$ cat config.mk
export PLATFORM = sky130hd
export DESIGN_NAME = audio_filter_sequencer
export DESIGN_NICKNAME = d
export VERILOG_FILES = /design/src/rtl/audio_seq_pkg.sv /design/src/rtl/audio_filter_sequencer_warmup.sv /design/src/rtl/audio_filter_sequencer.sv
export SDC_FILE = /design/constraint.sdc
export NUM_CORES = 1
export LEC_CHECK = 0
export BUFFER_PORTS_ARGS = -buffer_cell sky130_fd_sc_hd__buf_2
export CORE_MARGIN = 1
export CORE_UTILIZATION = 30
export CTS_BUF_LIST = sky130_fd_sc_hd__clkbuf_2 sky130_fd_sc_hd__clkbuf_4 sky130_fd_sc_hd__clkbuf_8
export DETAILED_ROUTE_END_ITERATION = 10
export PLACE_DENSITY = 0.63
export SLEW_MARGIN = 15
export SYNTH_ARGS = -nofsm -noshare
export SYNTH_HDL_FRONTEND = slang
export SYNTH_SLANG_ARGS = --single-unit
$ cat constraint.sdc
create_clock -name clk -period 3.5 [get_ports clk]
set_input_delay 0.35 -clock clk [delete_from_list [all_inputs] [get_ports clk]]
set_output_delay 0.35 -clock clk [all_outputs]
set_load 0.005 [all_outputs]
$ cat src/rtl/audio_seq_pkg.sv
// Shared types and write-data select priority for the stereo filter sequencer.
package audio_seq_pkg;

  localparam int SAMPLE_W = 24;

  typedef enum logic [2:0] {
    S_IDLE   = 3'd0,
    S_READ   = 3'd1,
    S_FILT   = 3'd2,
    S_SETTLE = 3'd3,
    S_WAITW  = 3'd4,
    S_WRITE  = 3'd5
  } seq_state_t;

  typedef enum logic [1:0] {
    WSEL_ZERO = 2'd0,
    WSEL_RAW  = 2'd1,
    WSEL_FILT = 2'd2
  } wr_sel_t;

  // Muting during warm-up outranks bypass; bypass outranks the filtered sum.
  function automatic wr_sel_t write_select(input logic mute_warmup,
                                           input logic warm,
                                           input logic bypass);
    wr_sel_t sel;
    if (mute_warmup && !warm) begin
      sel = WSEL_ZERO;
    end else if (bypass) begin
      sel = WSEL_RAW;
    end else begin
      sel = WSEL_FILT;
    end
    return sel;
  endfunction

endpackage

$ cat src/rtl/audio_filter_sequencer_warmup.sv
// Saturating count of filter enables; warm goes high once the window is full.
module warmup_counter #(
  parameter int N = 5
) (
  input  logic clk,
  input  logic reset,
  input  logic inc,
  output logic warm
);

  localparam logic [N:0] FULL = {1'b1, {N{1'b0}}};

  logic [N:0] count_q, count_d;
  logic       warm_q, warm_d;

  // Next count, held at FULL once the window has been filled.
  always_comb begin
    count_d = count_q;
    if (inc && (count_q != FULL)) begin
      count_d = count_q + (N+1)'(1);
    end else begin
      count_d = count_q;
    end
    warm_d = (count_d == FULL);
  end

  // Count and flag registers with synchronous active-low reset.
  always_ff @(posedge clk) begin
    if (!reset) begin
      count_q <= '0;
      warm_q  <= 1'b0;
    end else begin
      count_q <= count_d;
      warm_q  <= warm_d;
    end
  end

  assign warm = warm_q;

endmodule

$ cat src/rtl/audio_filter_sequencer.sv
// Moore sequencer between the codec FIFOs and the two per-channel moving-average filters.
module audio_filter_sequencer
  import audio_seq_pkg::*;
#(
  parameter int N = 5,
  parameter int W = SAMPLE_W
) (
  input  logic         clk,
  input  logic         reset,
  input  logic         read_ready,
  input  logic         write_ready,
  input  logic [W-1:0] readdata_left,
  input  logic [W-1:0] readdata_right,
  output logic         read,
  output logic         write,
  output logic [W-1:0] writedata_left,
  output logic [W-1:0] writedata_right,
  output logic         filt_en,
  output logic [W-1:0] filt_in_left,
  output logic [W-1:0] filt_in_right,
  input  logic [W-1:0] filt_out_left,
  input  logic [W-1:0] filt_out_right,
  input  logic         bypass,
  input  logic         mute_warmup,
  output logic         busy,
  output logic         warm,
  output logic [31:0]  sample_count,
  output logic [15:0]  stall_count
);

  seq_state_t  state_q, state_d;
  logic        read_q, read_d;
  logic        write_q, write_d;
  logic        filt_en_q, filt_en_d;
  logic        busy_q, busy_d;
  logic [W-1:0] filt_in_left_q, filt_in_left_d;
  logic [W-1:0] filt_in_right_q, filt_in_right_d;
  logic [W-1:0] writedata_left_q, writedata_left_d;
  logic [W-1:0] writedata_right_q, writedata_right_d;
  logic [31:0] sample_count_q, sample_count_d;
  logic [15:0] stall_count_q, stall_count_d;

  warmup_counter #(.N(N)) u_warmup (
    .clk   (clk),
    .reset (reset),
    .inc   (filt_en_q),
    .warm  (warm)
  );

  // Next-state, capture and counter logic; strobes are decoded from the next state.
  always_comb begin
    state_d           = state_q;
    filt_in_left_d    = filt_in_left_q;
    filt_in_right_d   = filt_in_right_q;
    writedata_left_d  = writedata_left_q;
    writedata_right_d = writedata_right_q;
    sample_count_d    = sample_count_q;
    stall_count_d     = stall_count_q;
    case (state_q)
      S_IDLE: begin
        if (read_ready) begin
          state_d         = S_READ;
          filt_in_left_d  = readdata_left;
          filt_in_right_d = readdata_right;
        end else begin
          state_d = S_IDLE;
        end
      end
      S_READ:   state_d = S_FILT;
      S_FILT:   state_d = S_SETTLE;
      S_SETTLE: state_d = S_WAITW;
      S_WAITW: begin
        if (write_ready) begin
          state_d = S_WRITE;
          case (write_select(mute_warmup, warm, bypass))
            WSEL_RAW: begin
              writedata_left_d  = filt_in_left_q;
              writedata_right_d = filt_in_right_q;
            end
            WSEL_FILT: begin
              writedata_left_d  = filt_out_left;
              writedata_right_d = filt_out_right;
            end
            default: begin
              writedata_left_d  = {W{1'b0}};
              writedata_right_d = {W{1'b0}};
            end
          endcase
        end else if (stall_count_q != 16'hFFFF) begin
          stall_count_d = stall_count_q + 16'd1;
        end else begin
          stall_count_d = stall_count_q;
        end
      end
      S_WRITE: begin
        state_d        = S_IDLE;
        sample_count_d = sample_count_q + 32'd1;
      end
      default: state_d = S_IDLE;
    endcase
    read_d    = (state_d == S_READ);
    filt_en_d = (state_d == S_FILT);
    write_d   = (state_d == S_WRITE);
    busy_d    = (state_d != S_IDLE);
  end

  // State and output registers; reset abandons any in-flight sample.
  always_ff @(posedge clk) begin
    if (!reset) begin
      state_q           <= S_IDLE;
      read_q            <= 1'b0;
      write_q           <= 1'b0;
      filt_en_q         <= 1'b0;
      busy_q            <= 1'b0;
      filt_in_left_q    <= '0;
      filt_in_right_q   <= '0;
      writedata_left_q  <= '0;
      writedata_right_q <= '0;
      sample_count_q    <= 32'd0;
      stall_count_q     <= 16'd0;
    end else begin
      state_q           <= state_d;
      read_q            <= read_d;
      write_q           <= write_d;
      filt_en_q         <= filt_en_d;
      busy_q            <= busy_d;
      filt_in_left_q    <= filt_in_left_d;
      filt_in_right_q   <= filt_in_right_d;
      writedata_left_q  <= writedata_left_d;
      writedata_right_q <= writedata_right_d;
      sample_count_q    <= sample_count_d;
      stall_count_q     <= stall_count_d;
    end
  end

  assign read            = read_q;
  assign write           = write_q;
  assign filt_en         = filt_en_q;
  assign busy            = busy_q;
  assign filt_in_left    = filt_in_left_q;
  assign filt_in_right   = filt_in_right_q;
  assign writedata_left  = writedata_left_q;
  assign writedata_right = writedata_right_q;
  assign sample_count    = sample_count_q;
  assign stall_count     = stall_count_q;

endmodule

==> impl_metrics.py <==
metrics = {
    "setup_path": {
        "critPathLaunchType": "register",
        "worstPathArrival_ps": 2730,
        "path_class": "register to register",
        "required_ps": 3890,
        "cp_max_fo": 15,
        "end_kind": "register",
    },
    "logic_synthesis": {
        "synthDistinctLibCells": 46,
        "synth_fp_nets": 885,
        "synth_seq_cells": 158,
        "synthFlopType": "dfxtp_1",
        "synth_warnings": 0,
        "mappedNetlistArea_mm2": 0.00658,
        "syn_area_per_cell_um2": 8.44,
        "yosysSeqAreaShare_pct": 48.1,
        "synth_cells": 779,
        "async_reset_ff_share_pct": 0,
        "synth-edff-count": 0,
    },
    "floorplan": {
        "ios": 251,
        "core-area_mm2": 0.0213,
        "num_rows": 53,
        "die_y_um": 150,
        "die-area_mm2": 0.0225,
        "die_w_um": 150,
        "initial_core_util_pct": 30.9,
    },
    "power_and_ir_drop": {
        "peakVddDrop_v": 0.000225,
        "p_leak_nw": 3.46,
        "powerDensity_mw_per_mm2": 426,
        "total_power_mw": 3.59,
    },
    "layout": {
        "layoutNonFillerInstCount": 1287,
        "drive_above_1_share_pct": 30.3,
        "area_delta_synth_final_pct": 28.4,
        "layout_commonest_cell": "buf_2",
        "final_cell_mix": "buf_2, dfxtp_1, nand2_1",
        "fin_nets": 1104,
        "fillers": 2212,
    },
    "detailed_routing": {
        "final_antenna_net_count": 0,
        "remaining_drc_errors": 0,
        "first_pass_iters": 4,
        "drtIter0Drc": 258,
        "wl_per_cell_um": 15.8,
        "drt-vias-per-instance": 5.14,
        "dr_total_vias": 6611,
        "wl_um": 20300,
    },
    "grt": {
        "first_global_vias": 6042,
        "antenna_found_initial": 0,
        "grt_usage_pct": 17.7,
        "grt_pass1_wl_um": 31400,
        "overflow": 0,
        "grt_max_degree": 82,
    },
    "cts": {
        "root_buffer": "clkbuf_8",
        "clkLatencyLatePin_ps": 450,
        "postCtsHoldBufs": 0,
        "cts_tree": "yes",
        "cts_buffer_depth": 2,
        "clock-sinks": 158,
        "postCtsSetupRepairBufs": 0,
        "htreeDepth": 4,
        "cts-buffers-inserted": 17,
        "clkTransAtPathRegs_ps": 100,
        "postCtsResizedCells": 0,
    },
    "placed_design": {
        "dp.cells": 1254,
        "place.gp.congestion": 0.784,
        "dp_hpwl_um": 14100,
        "portBuffers": 250,
    },
    "sta": {
        "max_freq_ghz": 0.426,
        "hold_viol": 0,
        "setup_tns_ps": 0,
        "slew_headroom_pct": 46.9,
        "skew_ps": 16.9,
        "finalCritPeriodShare_pct": 67.1,
        "maxSlewViolCount": 0,
        "rsz0062_at_grt": "false",
        "setup_viol": 0,
        "tightest_slew_ps": 797,
        "layout_min_cycle_time_ps": 2350,
    },
    "status": {
        "outcome": "complete, no violations",
    },
    "min_path": {
        "hp-class": "primary input to register",
    },
    "flow_run": {
        "drv_cap": 0,
    },
}
==> layout make-up <==
type | instances | area, um^2 | area share [%]
Tap cell | 275 | 344 | 4.08
Inverter | 9 | 36.3 | 0.430
Clock buffer | 18 | 241 | 2.86
Multi-Input combinational cell | 550 | 3160 | 37.5
Sequential cell | 158 | 3160 | 37.5
Clock inverter | 14 | 126 | 1.50
Timing Repair Buffer | 262 | 1370 | 16.2
Antenna cell | 1 | 2.50 | 0.0296
==> where the power goes <==
part / switching [mW] / internal (mW)
clock: 0.769 / 0.524
combinational: 0.221 / 0.158
sequential: 0.0576 / 1.86
==> kinds of logic after synthesis <==
| family | share of synthesized area [%] |
|---|---|
| simple gates | 25.9 |
| compound gates | 18.0 |
| flops | 48.1 |
| buf+inv | 4.38 |
| xor+xnor | 2.40 |
| fa+ha+maj | 0.761 |
| mux | 0.457 |
==> critical path: stages, from the launching register on <==
cell      delay, ps
dfxtp_1         600
nand4b_1        360
or4_4           680
or4_1           490
a21oi_1         150
==> cells in the mapped netlist (2+ instances only) <==
| library cell | count | area (um^2) |
|---|---|---|
| nor3_1 | 54 | 270 |
| nand2b_1 | 2 | 12.5 |
| nand4b_1 | 2 | 17.5 |
| ha_1 | 4 | 50.1 |
| or4_4 | 2 | 22.5 |
| xor2_1 | 4 | 35.0 |
| o41ai_1 | 2 | 17.5 |
| nand4_1 | 15 | 93.8 |
| and4_1 | 5 | 43.8 |
| mux2i_1 | 3 | 30.0 |
| inv_1 | 8 | 30.0 |
| nor4b_1 | 3 | 26.3 |
| and3_1 | 3 | 18.8 |
| clkbuf_1 | 54 | 203 |
| nand3b_1 | 5 | 37.5 |
| o31ai_1 | 26 | 195 |
| o21a_1 | 2 | 15.0 |
| a221oi_1 | 48 | 420 |
| o21ai_0 | 9 | 45.0 |
| buf_6 | 2 | 22.5 |
| or3_1 | 9 | 56.3 |
| dfxtp_1 | 158 | 3160 |
| nand3_1 | 14 | 70.1 |
| a21oi_1 | 85 | 425 |
| and2_1 | 3 | 18.8 |
| xnor2_1 | 14 | 123 |
| nor2_1 | 69 | 259 |
| buf_2 | 5 | 25.0 |
| nor4_1 | 7 | 43.8 |
| or4_1 | 28 | 210 |
| nand2_1 | 119 | 447 |
==> flip-flops by register name (all words and copies together) (netlist names) <==
name              count
sample_count         32
filt_in_left         24
filt_in_right        24
writedata_left       24
writedata_right      24
stall_count          16
u_warmup.count_q      6
state_q               3
busy                  1
filt_en               1
read                  1
u_warmup.warm         1
write                 1
==> final timing paths <==
kind	startpoint	endpoint	slack (ps)	cells after the start
max	state_q[2]	sample_count[28]	1150	4
min	readdata_right[1]	filt_in_right[1]	120	3
max reg2reg	state_q[2]	sample_count[28]	1150	4
min reg2reg	filt_in_right[3]	filt_in_right[3]	470	2
==> metrics by stage <==
stage | utilization [%] | area (um^2) | setup slack [ps] | hold WS, ps
after floorplan | - | 6580 | 1450 | 465
after global placement | 37.9 | 8070 | 1240 | 456
after detailed placement | 37.9 | 8070 | 1130 | 461
after CTS | 39.7 | 8440 | 1080 | 82.6
after global routing | 39.7 | 8440 | 911 | 83.7
final | 39.7 | 8440 | 1150 | 121
==> per-layer routing <==
layer | up-vias | GRT usage, % | share of wire (%)
met5 | - | 0 | 0
met4 | 0 | 6.52 | 1.8
met3 | 24 | 4.88 | 7.1
met2 | 211 | 28.6 | 48
met1 | 3097 | 22.3 | 43
li1 | 3279 | - | -
No activity file was read; power rests on OpenSTA's default activity.
